### src/rtl/inst_fetch_unit.sv
// RV32 instruction fetch front end: PC generation, credit-limited memory requests,
// in-order response buffer and flush/drain. Define IFETCH_PERF_CNT_EN for fetch/drop counters.
module inst_fetch_unit #(
  parameter int XLEN = 32,
  parameter logic [XLEN-1:0] RESET_PC = '0,
  parameter int FIFO_DEPTH = 2
) (
  input  logic            clk,
  input  logic            rst,
  output logic            oMemReq,
  output logic [XLEN-1:0] oMemAddr,
  input  logic            iMemGnt,
  input  logic            iMemRvalid,
  input  logic [XLEN-1:0] iMemRdata,
  output logic [XLEN-1:0] oInst,
  output logic [XLEN-1:0] oCurPc,
  output logic            oInstDv,
  input  logic            iStall,
  input  logic            iFlushPipe,
  input  logic [XLEN-1:0] iNewPc,
  output logic [1:0]      fsm_state
`ifdef IFETCH_PERF_CNT_EN
  ,
  output logic [31:0]     oFetchCnt,
  output logic [31:0]     oDropCnt
`endif
);

  // Handshakes: a request transfers when oMemReq && iMemGnt; an entry leaves the
  // buffer when oInstDv && !iStall. Responses carry no ready and arrive in request order.
  localparam int AW = (FIFO_DEPTH > 1) ? $clog2(FIFO_DEPTH) : 1;
  localparam logic [AW:0] FULL_C = (AW+1)'(FIFO_DEPTH);
  localparam logic [XLEN-1:0] NOP = XLEN'(32'h0000_0013);

  typedef enum logic [1:0] {IDLE = 2'd0, RUN = 2'd1, DRAIN = 2'd2} state_t;

  state_t          state;
  logic [XLEN-1:0] pc;
  logic [XLEN-1:0] last_pc;
  logic [XLEN-1:0] fifo_inst [FIFO_DEPTH];
  logic [XLEN-1:0] fifo_pc   [FIFO_DEPTH];
  logic [XLEN-1:0] tag_q     [FIFO_DEPTH];
  logic [AW-1:0]   wr_ptr, rd_ptr, tag_wr, tag_rd;
  logic [AW:0]     count, outstanding, drop_cnt;
  logic [AW:0]     out_flush, drain_left;
  logic            credit_ok, grant, accept, drop, pop;

  assign credit_ok = ({1'b0, outstanding} + {1'b0, count}) < {1'b0, FULL_C};
  assign oMemReq   = (state == RUN) && !iFlushPipe && credit_ok;
  assign oMemAddr  = pc;
  assign grant     = oMemReq && iMemGnt;
  assign accept    = iMemRvalid && (state == RUN) && !iFlushPipe;
  assign drop      = iMemRvalid && ((state == DRAIN) || ((state == RUN) && iFlushPipe));
  assign oInstDv   = (count != '0);
  assign pop       = oInstDv && !iStall && !iFlushPipe;
  assign oInst     = oInstDv ? fifo_inst[rd_ptr] : NOP;
  assign oCurPc    = oInstDv ? fifo_pc[rd_ptr] : last_pc;
  assign fsm_state = state;

  // Requests still owed by memory once a flush takes effect (flush-cycle response already gone).
  assign out_flush  = outstanding - (AW+1)'(iMemRvalid && (outstanding != '0));
  assign drain_left = drop_cnt - (AW+1)'(iMemRvalid && (drop_cnt != '0));

  always_ff @(posedge clk) begin
    if (!rst) begin
      state       <= IDLE;
      pc          <= RESET_PC;
      last_pc     <= '0;
      wr_ptr      <= '0;
      rd_ptr      <= '0;
      tag_wr      <= '0;
      tag_rd      <= '0;
      count       <= '0;
      outstanding <= '0;
      drop_cnt    <= '0;
    end else begin
      case (state)
        IDLE: state <= RUN;
        RUN: begin
          if (iFlushPipe && (out_flush != '0)) begin
            state    <= DRAIN;
            drop_cnt <= out_flush;
          end
        end
        DRAIN: begin
          drop_cnt <= drain_left;
          if (drain_left == '0) state <= RUN;
        end
        default: state <= IDLE;
      endcase

      if (iFlushPipe) begin
        pc          <= iNewPc & ~XLEN'(3);
        wr_ptr      <= '0;
        rd_ptr      <= '0;
        tag_wr      <= '0;
        tag_rd      <= '0;
        count       <= '0;
        outstanding <= '0;
      end else begin
        if (grant) begin
          pc            <= pc + XLEN'(4);
          tag_q[tag_wr] <= pc;
          tag_wr        <= tag_wr + 1'b1;
        end
        if (accept) begin
          fifo_inst[wr_ptr] <= iMemRdata;
          fifo_pc[wr_ptr]   <= tag_q[tag_rd];
          wr_ptr            <= wr_ptr + 1'b1;
          tag_rd            <= tag_rd + 1'b1;
        end
        if (pop) begin
          rd_ptr  <= rd_ptr + 1'b1;
          last_pc <= fifo_pc[rd_ptr];
        end
        count       <= count + (AW+1)'(accept) - (AW+1)'(pop);
        outstanding <= outstanding + (AW+1)'(grant) - (AW+1)'(accept);
      end
    end
  end

  // The credit rule keeps both the buffer and the tag queue from overflowing.
  assert property (@(posedge clk) disable iff (!rst) !(accept && (count == FULL_C) && !pop));
  assert property (@(posedge clk) disable iff (!rst) !(accept && (outstanding == '0)));

`ifdef IFETCH_PERF_CNT_EN
  logic [31:0] fetch_cnt, discard_cnt;

  always_ff @(posedge clk) begin
    if (!rst) begin
      fetch_cnt   <= '0;
      discard_cnt <= '0;
    end else begin
      if (pop && (fetch_cnt != '1)) fetch_cnt <= fetch_cnt + 32'd1;
      if (drop && (discard_cnt != '1)) discard_cnt <= discard_cnt + 32'd1;
    end
  end

  assign oFetchCnt = fetch_cnt;
  assign oDropCnt  = discard_cnt;
`endif

endmodule

### config.mk
export PLATFORM = sky130hd
export DESIGN_NAME = inst_fetch_unit
export DESIGN_NICKNAME = d
export VERILOG_FILES = /design/src/rtl/inst_fetch_unit.sv
export SDC_FILE = /design/constraint.sdc
export NUM_CORES = 1
export LEC_CHECK = 0
export CAP_MARGIN = 40
export CORE_MARGIN = 2
export CORE_UTILIZATION = 29
export DETAILED_ROUTE_END_ITERATION = 10
export MAX_ROUTING_LAYER = met4
export PLACE_DENSITY = 0.54
export SYNTH_ARGS = -nofsm -noshare
export SYNTH_HDL_FRONTEND = slang
export SYNTH_SLANG_ARGS = --single-unit
### constraint.sdc
create_clock -name clk -period 13.7 [get_ports clk]
set_input_delay 1.37 -clock clk [delete_from_list [all_inputs] [get_ports clk]]
set_output_delay 1.37 -clock clk [all_outputs]
set_load 0.01 [all_outputs]
==> results of run 1 <==
## cells in the final DEF (no fill, tap or decap), types with 5 or more instances in the layout
cell,instances
sky130_fd_sc_hd__bufinv_16,5
sky130_fd_sc_hd__nand2_1,38
sky130_fd_sc_hd__clkinv_1,8
sky130_fd_sc_hd__nor4_1,7
sky130_fd_sc_hd__nand4_1,11
sky130_fd_sc_hd__and3_1,8
sky130_fd_sc_hd__ha_1,7
sky130_fd_sc_hd__edfxtp_1,184
sky130_fd_sc_hd__clkbuf_1,8
sky130_fd_sc_hd__inv_1,9
sky130_fd_sc_hd__nor2_1,121
sky130_fd_sc_hd__o21ai_0,12
sky130_fd_sc_hd__dfxtp_1,73
sky130_fd_sc_hd__o21a_1,5
sky130_fd_sc_hd__clkbuf_16,29
sky130_fd_sc_hd__clkdlybuf4s50_1,163
sky130_fd_sc_hd__a21oi_1,61
sky130_fd_sc_hd__mux2_2,34
sky130_fd_sc_hd__xnor2_1,9
sky130_fd_sc_hd__buf_4,12
sky130_fd_sc_hd__a31oi_1,8
sky130_fd_sc_hd__nand3_1,12
sky130_fd_sc_hd__a211oi_1,32
sky130_fd_sc_hd__mux2i_1,64
## state kept, by name, indices dropped and copies added (netlist names), named ones only
register / cells
fsm_state: 2
rd_ptr: 1
wr_ptr: 1
fifo_inst: 64
last_pc: 30
tag_q: 60
count: 2
oMemAddr: 30
fifo_pc: 60
drop_cnt: 2
outstanding: 2
tag_wr: 1
tag_rd: 1
## area by class of cell
| type | instances | area, um^2 | area share, % |
|---|---|---|---|
| Sequential cell | 258 | 7010 | 51.2 |
| Multi-Input combinational cell | 497 | 3250 | 23.8 |
| Timing Repair Buffer | 179 | 1830 | 13.4 |
| Clock buffer | 39 | 783 | 5.72 |
| Tap cell | 461 | 577 | 4.21 |
| Clock inverter | 14 | 191 | 1.40 |
| Inverter | 13 | 48.8 | 0.356 |
## power by group
| group | internal [mW] | switching (mW) | leakage (nW) | total [mW] |
|---|---|---|---|---|
| clock network | 0.492 | 0.301 | 0.474 | 0.793 |
| registers | 0.848 | 0.0166 | 2.28 | 0.864 |
| logic | 0.0569 | 0.0539 | 1.72 | 0.111 |
## worst min-delay path: stages, from the launching register on
cell                       delay (ps)
sky130_fd_sc_hd__dfxtp_1          310
sky130_fd_sc_hd__nor2_1            90
sky130_fd_sc_hd__a211oi_1          50
## how the worst max path moves through the flow
stage,endpoint,slack (ps),depth (start not counted)
6_report,oMemReq,9130,5
3_3_place_gp,tag_q[0][18]$_DFFE_PP_,8930,5
5_1_grt,oMemReq,9010,5
4_1_cts,oMemReq,9120,5
2_1_floorplan,fifo_inst[0][0]$_DFFE_PP_,7040,4
3_5_place_dp,oMemReq,9140,5
## cell families (layout without fill, tap and decap cells)
kind of cell	Yosys count	count (layout)	share of synthesized area, %
buffers and inverters	62	245	2.45
AND/OR/NAND/NOR	228	228	10.1
XOR/XNOR	11	11	0.919
other	1	4	0.0358
AO/OA/AOI/OAI	148	148	8.93
multiplexers	98	98	9.76
adder cells (fa/ha/maj)	8	8	1.03
flip-flops	258	258	66.8
## layer usage
layer	vias to the layer above	global-route usage [%]	part of all wire, %
li1	3348	-	-
met1	3315	19.5	50
met2	218	21.0	44
met3	39	2.12	4.7
met4	0	3.06	1.7
met5	-	-	0
## metrics by stage
stage / cell area (um^2) / utilization [%]
finish: 13700 / 38.5
global route: 13700 / 38.5
CTS: 13700 / 38.5
detailed placement: 12700 / 35.8
global placement: 12600 / 35.5
floorplan: 10500 / -
==> summary.md, run 1 <==
The flow ran to the end, and the final reports show no timing, DRC or antenna violations. IR analysis of the VDD net gives a maximum drop of 0.0000765 V. Yosys attributes the largest share of cell area to sky130_fd_sc_hd__edfxtp_1, sky130_fd_sc_hd__dfxtp_1, sky130_fd_sc_hd__mux2i_1.

Counting instances in the post-synthesis netlist gives the leading cell types as sky130_fd_sc_hd__edfxtp_1, sky130_fd_sc_hd__nor2_1, sky130_fd_sc_hd__dfxtp_1. The most frequent cell on the critical path is sky130_fd_sc_hd__clkdlybuf4s50_1. The run gives 814 as the instance count of the mapped netlist. In this run the worst path has a maximum fanout of 34. The total congestion overflow is 0, and the DRC violation count after routing is 0.

For this run, the post-layout net count is 1,056. The min-delay analysis places its worst path in the category register to register. For the arrival time of data at the critical path endpoint, the log shows 3200 ps.

In the final layout, the share of cells above drive strength 1 is 10.7%. Once the clock tree was built, the setup fixing pass inserted 0 buffers. The beginning of the worst register-to-register path was count[0]$_SDFF_PP0_. Number of distinct library cells after synthesis: 61. For the number of endpoints with negative hold slack in the final report, the log shows 0. Launching element type of the critical path: an input port. The most common cell in the synthesized netlist is sky130_fd_sc_hd__edfxtp_1.

The worst hold path terminates at last_pc[25]$_SDFFE_PN0P_. The aggregate global-route resource usage was 13.8%. Clock tree synthesis found a total of 258 sinks. The iteration count of the initial detailed-routing pass was 5; the number of endpoints failing setup at the final stage was 0.

The average instance area after synthesis was 12.9 um^2; the number of flops mapped to enable cells by yosys was 184. The wire-length estimate of the detail-placed layout is 16.4 mm. The total inserted antenna cells is 0. For the final routed database, the setup TNS stands at 0 ps. The final cycle utilization of the critical path was 33.4%; the fmax was 0.219 GHz. The total number of H-tree levels is 1, and the worst hold path stage count is 2. Counting the fill cells in the layout gives 3,388. In the synthesized netlist the dominant register cell turns out to be sky130_fd_sc_hd__edfxtp_1. At the worst endpoint, the required time is 12,330 ps.

The least setup slack across all paths after layout is 9130 ps. In this run the tightest slew margin relative to its limit is 46.9%. The number of hold buffers added after cts is 0, and the number of buffers between clock root and the deepest sink is 3. Setup repair after global routing left no endpoint under its margin. Across all register-to-register paths, the minimum setup slack is 10,640 ps.

The register bit total from synthesis works out to 258. The first global-routing pass estimated 40.0 mm of wire. The tool flagged a number of max-cap violations equal to 0. The total power of the final layout is 1.77 mW. For the pin with the worst max-slew slack, the measured transition is 797 ps.

The setup skew after layout is 10.8 ps. For the finished layout, the period the worst path requires is 4570 ps. In this run, CTS created clock tree buffers numbering 29. The detail route stage leaves a number of antenna-violating nets equal to 0. The library cell contributing the largest single delay on the critical path is sky130_fd_sc_hd__clkdlybuf4s50_1. STA classifies the critical path endpoint as an output port. The floorplan step set the die width to 194 um.

The fraction of registers with async set or reset after synthesis works out to 0%. Prior to clock tree synthesis, the placed netlist has a worst setup slack of 9140 ps. Post-CTS clock slew at the launch and capture registers of the worst setup and hold paths: 60 ps. The final number of max-transition violations came out at 0.

In this run the power density over the cells is 129 nW/um^2. The share of synthesized area in the top cell type comes to 52.7%. The detailed router placed 6,920 vias in this run. The type of the setup path with the least slack was input port to output port.

The cell accounting for the most synthesized area was sky130_fd_sc_hd__edfxtp_1. After synthesis, flip-flops and latches occupy 66.8% of the total area. On the worst path, the slowest cell contributes a delay of 600 ps. The area growth from synthesis to layout was 30.6%. The run gives 25.8 mm as the aggregate routed wire length.

During placement, the flow inserted port buffers numbering 163. The worst register-to-register path ends at tag_q[1][24]$_DFFE_PP_. Source of the critical timing path: iFlushPipe. The signal on the critical path passes through clkdlybuf4s50_1 > buf_4 > nor3b_4 > nor3b_1 > clkdlybuf4s50_1.

For the worst-skew pair, the clock arrives at the later sink with an insertion delay of 530 ps. Clock tree synthesis selected as its root buffer the cell sky130_fd_sc_hd__clkbuf_16. The critical path contains buffers and inverters numbering 3 combined. For the via count of the first global-routing pass, the log shows 6,751.

TritonCTS built the clock tree. The initial utilization of the core area, before any placement, comes to 29.5%. The number of antenna violations at the first check in global routing was 0.

The core outline area was 35,600 um^2. In the routed layout, each cell is associated on average with a via count of 4.74. The routed wirelength normalized by instance count is 17.7 um.

Summing every instance area after synthesis gives 10,500 um^2. 170 I/O pins were placed. The die is 194 um tall. Worst hold slack across all endpoints: 497 ps. The cell type group with the largest total delay on the critical path is buffers and inverters.

The worst register-to-register path has a depth of 6. The logs give 0.764 for the final weighted congestion in routability-driven placement and 1,408 for the placed instance count. The area enclosed by the die boundary was 37,700 um^2. Row generation in the floorplan step produced 69 rows. The number of DRC markers after the initial detailed-route iteration is 363. The run gives 0 as the post-cts sizing count. The finished layout holds 1,461 standard cells, fillers aside. The warning count from the yosys run was 0.

The tools report the source of the worst hold timing path as last_pc[25]$_SDFFE_PN0P_. The logs give 62 for the maximum number of pins on one net before global-route repair and 4.47 nW for the total leakage power.
Power figures use the tool's default switching activity.
==> run 2, diff against run 1 <==
- clock period: 13.7 -> 4.65 ns (I/O delays scaled with it)
==> run 2 against run 1 <==
  * Global-route usage decreased by 0.33 points
  * Critical path type is now register to output port
  * Sequential power increased to 3.0 times the previous value
  * Sequential share of layout area about the same
  * Largest cell class unchanged
  * Register-to-register slack got worse by 8800 ps
  * First-iteration DRC count increased by 13%
  * Via count decreased by 0.27%
  * Utilization about the same
  * Cell area about the same
  * Count of clock-buffer cells in the layout increased by 9
  * Clock skew increased by 4.2 ps
  * Setup slack got worse by 7700 ps
  * Combinational power increased to 2.9 times the previous value
==> summary.md, run 2 (same netlist as run 1, synthesis figures left out) <==
The CTS sink count is 258 (unchanged), and the aggregate routed wire length is 25.2 mm (-2.5%). STA classifies the critical path startpoint as a register. Floorplan die width: 194 um (unchanged). Timing would allow up to 0.309 GHz. The core outline area came out at 35,600 um^2 (unchanged).

The time the final worst path needs with I/O delays and setup came out at 3240 ps. Walking the worst path, the cells encountered are buf_4 > mux2i_1 > nor2_1 > clkdlybuf4s50_1. The area enclosed by the die boundary is 37,700 um^2 (unchanged), and the slew of the pin with the lowest slew margin is 821 ps (+23.3 ps). The tools report the root buffer cell as sky130_fd_sc_hd__clkbuf_16. For the HPWL after detailed placement, the log shows 16.2 mm (-1.3%).

The worst setup slack after placement was 1500 ps (-7640 ps); the relative max-transition margin was 45.3% (-1.6 points). The final standard cell utilization of the core is 38.5% (about the same), and the largest vdd supply drop is 0.000273 V (+260%). DRC violation count after routing: 0 (unchanged). The final cycle utilization of the critical path was 69.7%. The critical path in this run is classified as register to output port.

The final number of max-transition violations was 0 (unchanged). The number of vias per cell after detailed routing was 4.72 (-0.41%); the peak per-stage delay on the critical path was 810 ps (+210 ps). The number of routed nets with antenna violations was 0 (unchanged).

Class of the tightest hold or removal check: register to register. The logs give 540 ps (about the same) for the clock network latency to the later pin of the worst-skew pair and 69 (unchanged) for the count of standard-cell rows. The tools report the initial standard-cell utilization of the core as 29.5% (unchanged). STA classifies the critical path endpoint as an output port. Maximum number of pins on one net before global-route repair: 62 (unchanged). The logs give 4180 ps (-8150 ps) for the data required time of the worst path and 0 (unchanged) for the number of violations of the max-capacitance limit. Proportion of layout cells with a drive suffix above 1: 11.5% (+0.78 points).

The total leakage power came out at 4.47 nW (about the same). The library cell used most frequently in the layout, excluding fill and tap cells, is sky130_fd_sc_hd__edfxtp_1. In the final layout, the registers with the most flip-flops are fifo_inst x64, fifo_pc x60, tag_q x60.

The number of flip-flops under the largest register name is 64 (unchanged). Among all stages on the critical path, the largest delay is contributed by sky130_fd_sc_hd__dfxtp_4. TritonCTS built the clock tree.

The total number of H-tree levels is 1 (unchanged), and the setup TNS is 0 ps (unchanged). The top fanout value on the critical path works out to 40 (+18%). The logs give 170 (unchanged) for the number of I/O pins and 5 (unchanged) for the iteration count of the initial detailed-routing pass. The number of antenna violations at the first check in global routing is 0 (unchanged). The tools report the number of nets in the final layout as 1,056 (unchanged). The tools report the least setup slack across all paths after layout as 1410 ps (-7720 ps).

The number of DRC markers after the initial detailed-route iteration is 412 (+13%). The routed wirelength normalized by instance count is 17.2 um (-2.7%), and the number of endpoints failing setup at the final stage is 0 (unchanged). The power per standard cell area is 382 nW/um^2 (+200%), and the final weighted congestion in routability-driven placement is 0.770 (+0.85%). The number of CTS-inserted buffers is 30 (+3.4%), and the total inserted antenna cells is 0 (unchanged). The area growth from synthesis to layout works out to 30.7% (about the same). The tools report the number of endpoints with negative hold slack in the final report as 0 (unchanged). The library cells used most frequently in the layout, excluding fill and tap cells, are sky130_fd_sc_hd__edfxtp_1, sky130_fd_sc_hd__clkdlybuf4s50_1, sky130_fd_sc_hd__nor2_1, sky130_fd_sc_hd__dfxtp_1, sky130_fd_sc_hd__mux2i_1. For the arrival time of data at the critical path endpoint, the log shows 2770 ps (-430 ps). The vertical die dimension is 194 um (unchanged). Via count of the first global-routing pass: 6,718 (-0.49%). The tools report the aggregate global-route resource usage as 13.5% (-0.33 points).

The run finished with clean final reports. Post-cts sizing count: 0 (unchanged). The number of buffers between clock root and the deepest sink was 3 (unchanged).

The number of buffers inserted by port buffering is 163 (unchanged). The post-CTS setup-driven buffer insertion count is 0 (unchanged), and the number of hold buffers added after cts is 0 (unchanged). The logs give 12,700 um^2 (-0.38%) for the instance area at placement and 39.1 mm (-2.2%) for the global-route wire length before repair. The detailed-route via count came out at 6,901 (-0.27%).

Setup repair after global routing left no endpoint under its margin. The setup skew after layout was 15.0 ps (+4.21 ps). For the cell area after layout, the log shows 13,700 um^2 (about the same). Register with the most flip-flops: fifo_inst. The total congestion overflow came out at 0 (unchanged). The post-CTS clock slew at the launch and capture registers of the worst setup and hold paths came out at 50 ps (about the same).
==> run 2: cell types whose count changed in the layout (fill, tap and decap cells not counted), sizes merged <==
| cell | before | now |
|---|---|---|
| clkinvlp | 0 | 2 |
| clkinv | 10 | 5 |
| clkbuf | 39 | 48 |
| bufinv | 5 | 2 |
| buf | 16 | 15 |
==> run 2: worst paths after layout <==
| check | start | endpoint | slack (ps) | depth (start not counted) |
|---|---|---|---|---|
| worst max-delay path | register | oInst[13] | 1410 | 4 |
| worst min-delay path | last_pc[12]$_SDFFE_PN0P_ | last_pc[12]$_SDFFE_PN0P_ | 500 | 2 |
| worst max register to register | count[0]$_SDFF_PP0_ | outstanding[1]$_SDFF_PP0_ | 1820 | 12 |
| worst min register to register | last_pc[12]$_SDFFE_PN0P_ | last_pc[12]$_SDFFE_PN0P_ | 500 | 2 |
==> run 2: per-layer routing <==
layer	track usage, %	wire, um	share of wire, %	vias to the layer above
li1	-	-	-	3352
met1	18.5	12100	48	3326
met2	20.9	11400	45	201
met3	2.44	1270	5.0	22
met4	2.95	340	1.4	0
met5	-	0	0	-
==> run 2: layout make-up <==
type                       count  area, um^2
clock buffer                  48         930
fill                        3440       21900
inverter                      13        48.8
tap                          461         577
timing repair buffer         178        1780
sequential                   258        7010
multi-input combinational    497        3260
clock inverter                 8        98.8
==> run 2: metrics by stage <==
step | instances | hold slack (ps) | power, mW
after global routing | 1463 | 476 | 5.44
after CTS | 1463 | 468 | 5.31
after detailed placement | 1407 | 492 | 2.92
after floorplan | 817 | 478 | 2.73
after global placement | 1406 | 486 | 2.91
final | 1463 | 495 | 5.24
==> run 2: worst max-delay path: cells and delay by family, from the launching register on <==
kind	cells	cell delay, ps
buf+inv	2	1060
flops	1	810
mux	1	130
simple gates	1	130
==> run 2: report_power, final <==
| group | switching [mW] | internal, mW |
|---|---|---|
| logic | 0.153 | 0.166 |
| clock network | 0.897 | 1.47 |
| registers | 0.0511 | 2.50 |
==> run 3, diff against run 2 <==
- PLACE_DENSITY: 0.54 -> 0.55
- clock period: 4.65 -> 2.9 ns (I/O delays scaled with it)
==> run 3 against run 2 <==
  * First-iteration DRC count rose by 9.7%
  * Sequential cell count did not move
  * Count of clock-buffer cells in the layout down 14
  * Largest cell class unchanged
==> summary.md, run 3 (same netlist as run 1, synthesis figures left out) <==
TritonCTS built the clock tree. For the detailed-route via count, the log shows 6,947 (+0.67%). The count of cells along the worst register-to-register path is 11 (-1).

The buffer and inverter count on the worst path is 1 (-1), and the count of non-filler cells in the finished layout is 1,473 (+0.68%). The post-CTS clock slew at the launch and capture registers of the worst setup and hold paths was 60 ps (about the same). The number of DRC markers after the initial detailed-route iteration came out at 452 (+9.7%). Via count of the first global-routing pass: 6,655 (-0.94%). The run gives 29 (-3.3%) as the number of CTS-inserted buffers. The aggregate routed wire length is 25.3 mm (+0.45%).

The area growth from synthesis to layout came out at 31.8%. The tools report the total inserted antenna cells as 0 (unchanged). The power dissipated by switching net loads came out at 1.81 mW (+64%). The top fanout value on the critical path works out to 4 (-90%). The peak per-stage delay on the critical path came out at 600 ps (-210 ps).

The run finished with clean final reports. Proportion of layout cells with a drive suffix above 1: 12.8% (+1.4 points). In this run the clock root is driven by a sky130_fd_sc_hd__clkbuf_16. The power per standard cell area came out at 602 nW/um^2 (+57%). The largest individual stage delay along the critical path comes from the cell sky130_fd_sc_hd__clkdlybuf4s50_1. The run gives 550 ps (about the same) as the clock network latency to the later pin of the worst-skew pair. The number of antenna violations at the first check in global routing came out at 0 (unchanged). The largest registers in the layout are fifo_inst x64, fifo_pc x60, tag_q x60.

The total leakage power was 4.54 nW (+1.4%); the relative contribution of the clock network to total power was 44.5% (-0.7 points). The switching power as a share of total power is 21.8% (+0.75 points). The signal on the critical path passes through and2_4 > fa_1 > nor3b_1 > clkdlybuf4s50_1. Core outline area: 35,600 um^2 (unchanged). The run gives 13.5% (-0.025 points) as the aggregate global-route resource usage.

The maximum number of pins on one net before global-route repair is 63 (+1.6%), and the number of buffers inserted by port buffering is 163 (unchanged). The number of flip-flops under the largest register name was 64 (unchanged). CTS sink count: 258 (unchanged). The number of violations of the max-capacitance limit came out at 0 (unchanged). STA classifies the critical path endpoint as an output port. The internal power is 6.51 mW (+57%). The cell count along the critical path was 4 (unchanged). The global-route wire length before repair is 39.3 mm (+0.44%). The worst hold path stage count was 3 (+1); the proportion of power drawn by flip-flops and latches was 49.0% (+0.3 points). For the data required time of the worst path, the log shows 2610 ps (-1570 ps).

The tools report the relative max-transition margin as 46.4% (+1.1 points). The floorplan die width is 194 um (unchanged). Leaving out fill and tap cells, the most frequent cells in the layout are sky130_fd_sc_hd__edfxtp_1, sky130_fd_sc_hd__clkdlybuf4s50_1, sky130_fd_sc_hd__nor2_1, sky130_fd_sc_hd__dfxtp_1, sky130_fd_sc_hd__mux2i_1. Launching element type of the critical path: a register.

The number of vias per cell after detailed routing works out to 4.72 (about the same). For the number of endpoints failing setup at the final stage, the log shows 0 (unchanged). The count of standard-cell rows was 69 (unchanged). Setup repair after global routing left no endpoint under its margin. Leaving out fill and tap cells, the most frequent cell in the layout is sky130_fd_sc_hd__edfxtp_1. The routed design could run at a clock period as short as 2710 ps.

Cell type group with the largest total delay on the critical path: buffers and inverters. The logs give 38.9% (+0.34 points) for the final standard cell utilization of the core and 29.5% (unchanged) for the initial standard-cell utilization of the core. The tools report the HPWL after detailed placement as 16.4 mm (+1.3%). The run gives 170 (unchanged) as the number of I/O pins.

The setup path with the least slack is of type register to output port. The DRC violation count after routing is 0 (unchanged), and the total congestion overflow is 0 (unchanged). The total number of H-tree levels came out at 1 (unchanged). The routed wirelength normalized by instance count is 17.2 um (-0.24%). The register with the most flip-flops was fifo_inst. The final number of max-transition violations came out at 0 (unchanged). The number of routed nets with antenna violations was 0 (unchanged); the fmax was 0.369 GHz. The tools report the number of buffers between clock root and the deepest sink as 3 (unchanged). In the finished design, the share of the clock period the worst path needs comes to 93.4%. The post-CTS setup-driven buffer insertion count came out at 0 (unchanged). Slew of the pin with the lowest slew margin: 803 ps (-17.6 ps). The vertical die dimension is 194 um (unchanged). The logs give 4 (-1) for the iteration count of the initial detailed-routing pass and 0.803 (+4.2%) for the final weighted congestion in routability-driven placement. Setup skew after layout: 15.0 ps (-0.0240 ps).

The setup TNS was 0 ps (unchanged). The number of nets in the final layout was 1,067 (+1.0%). The logs give 6.5% (+0.4 points) for the part of the total power dissipated in combinational logic and 0.000404 V (+48%) for the largest vdd supply drop.

The placed instance count was 1,419 (+0.85%). The class of the tightest hold or removal check was input port to register. The tools report the arrival time of data at the critical path endpoint as 2420 ps (-350 ps). The area enclosed by the die boundary is 37,700 um^2 (unchanged). The number of endpoints with negative hold slack in the final report came out at 0 (unchanged).
## run 3: cell types whose count changed in the layout (fill, tap and decap cells not counted), moves of 4 or more
cell | before | now
sky130_fd_sc_hd__buf_12 | 1 | 8
sky130_fd_sc_hd__buf_4 | 13 | 19
sky130_fd_sc_hd__clkbuf_1 | 8 | 4
sky130_fd_sc_hd__clkbuf_8 | 9 | 1
sky130_fd_sc_hd__clkinv_2 | 3 | 8
## run 3: stage by stage
step | hold slack [ps] | instance area [um^2] | power (mW) | setup slack [ps]
after CTS | 280 | 13800 | 8.43 | 58.2
after global routing | 304 | 13800 | 8.63 | 84.6
after global placement | 486 | 12800 | 4.69 | 383
final | 305 | 13800 | 8.32 | 192
after floorplan | 389 | 10600 | 4.38 | -66.7
after detailed placement | 491 | 12800 | 4.70 | 363
## run 3: worst paths after layout
check	start	end	slack, ps
max reg2reg	outstanding[0]$_SDFF_PP0_	outstanding[1]$_SDFF_PP0_	350
max	outstanding[0]$_SDFF_PP0_	oMemReq	190
min	iNewPc[19]	oMemAddr[19]$_SDFFE_PN0P_	300
min reg2reg	last_pc[3]$_SDFFE_PN0P_	last_pc[3]$_SDFFE_PN0P_	500
## run 3: repair_timing
item,in CTS,in global routing
resized for setup,0,2
hold buffers,0,0
endpoints found under the hold margin,0,0
endpoints found under the setup margin,0,1
## run 3: routing by layer
metal	vias to the layer above	track usage (%)	wire length [um]
li1	3375	-	-
met4	0	3.37	468
met2	217	19.9	11100
met1	3316	19.2	12300
met5	-	-	0
met3	39	2.24	1460
## run 3: area by class of cell
type                    count  area (um^2)
flip-flops and latches    258         7010
multi-input cells         497         3270
clock inverters            20          219
clock buffers              34          754
well taps                 461          577
repair buffers            190         1930
inverters                  13         53.8
fillers                  3396        21700
## run 3: tightest hold or removal path, delay by kind of cell
kind                   cells  cell delay [ps]
buffers and inverters      1              400
AND/OR/NAND/NOR            1               60
AO/OA/AOI/OAI              1               50
## run 3: power groups by stage
stage | Sequential (mW) | Clock [mW] | Combinational (mW)
after global placement | 4.15 | 0 | 0.542
final | 4.08 | 3.70 | 0.543
after CTS | 4.08 | 3.80 | 0.550
after detailed placement | 4.15 | 0 | 0.546
after global routing | 4.08 | 3.96 | 0.589
after floorplan | 4.14 | 0 | 0.231
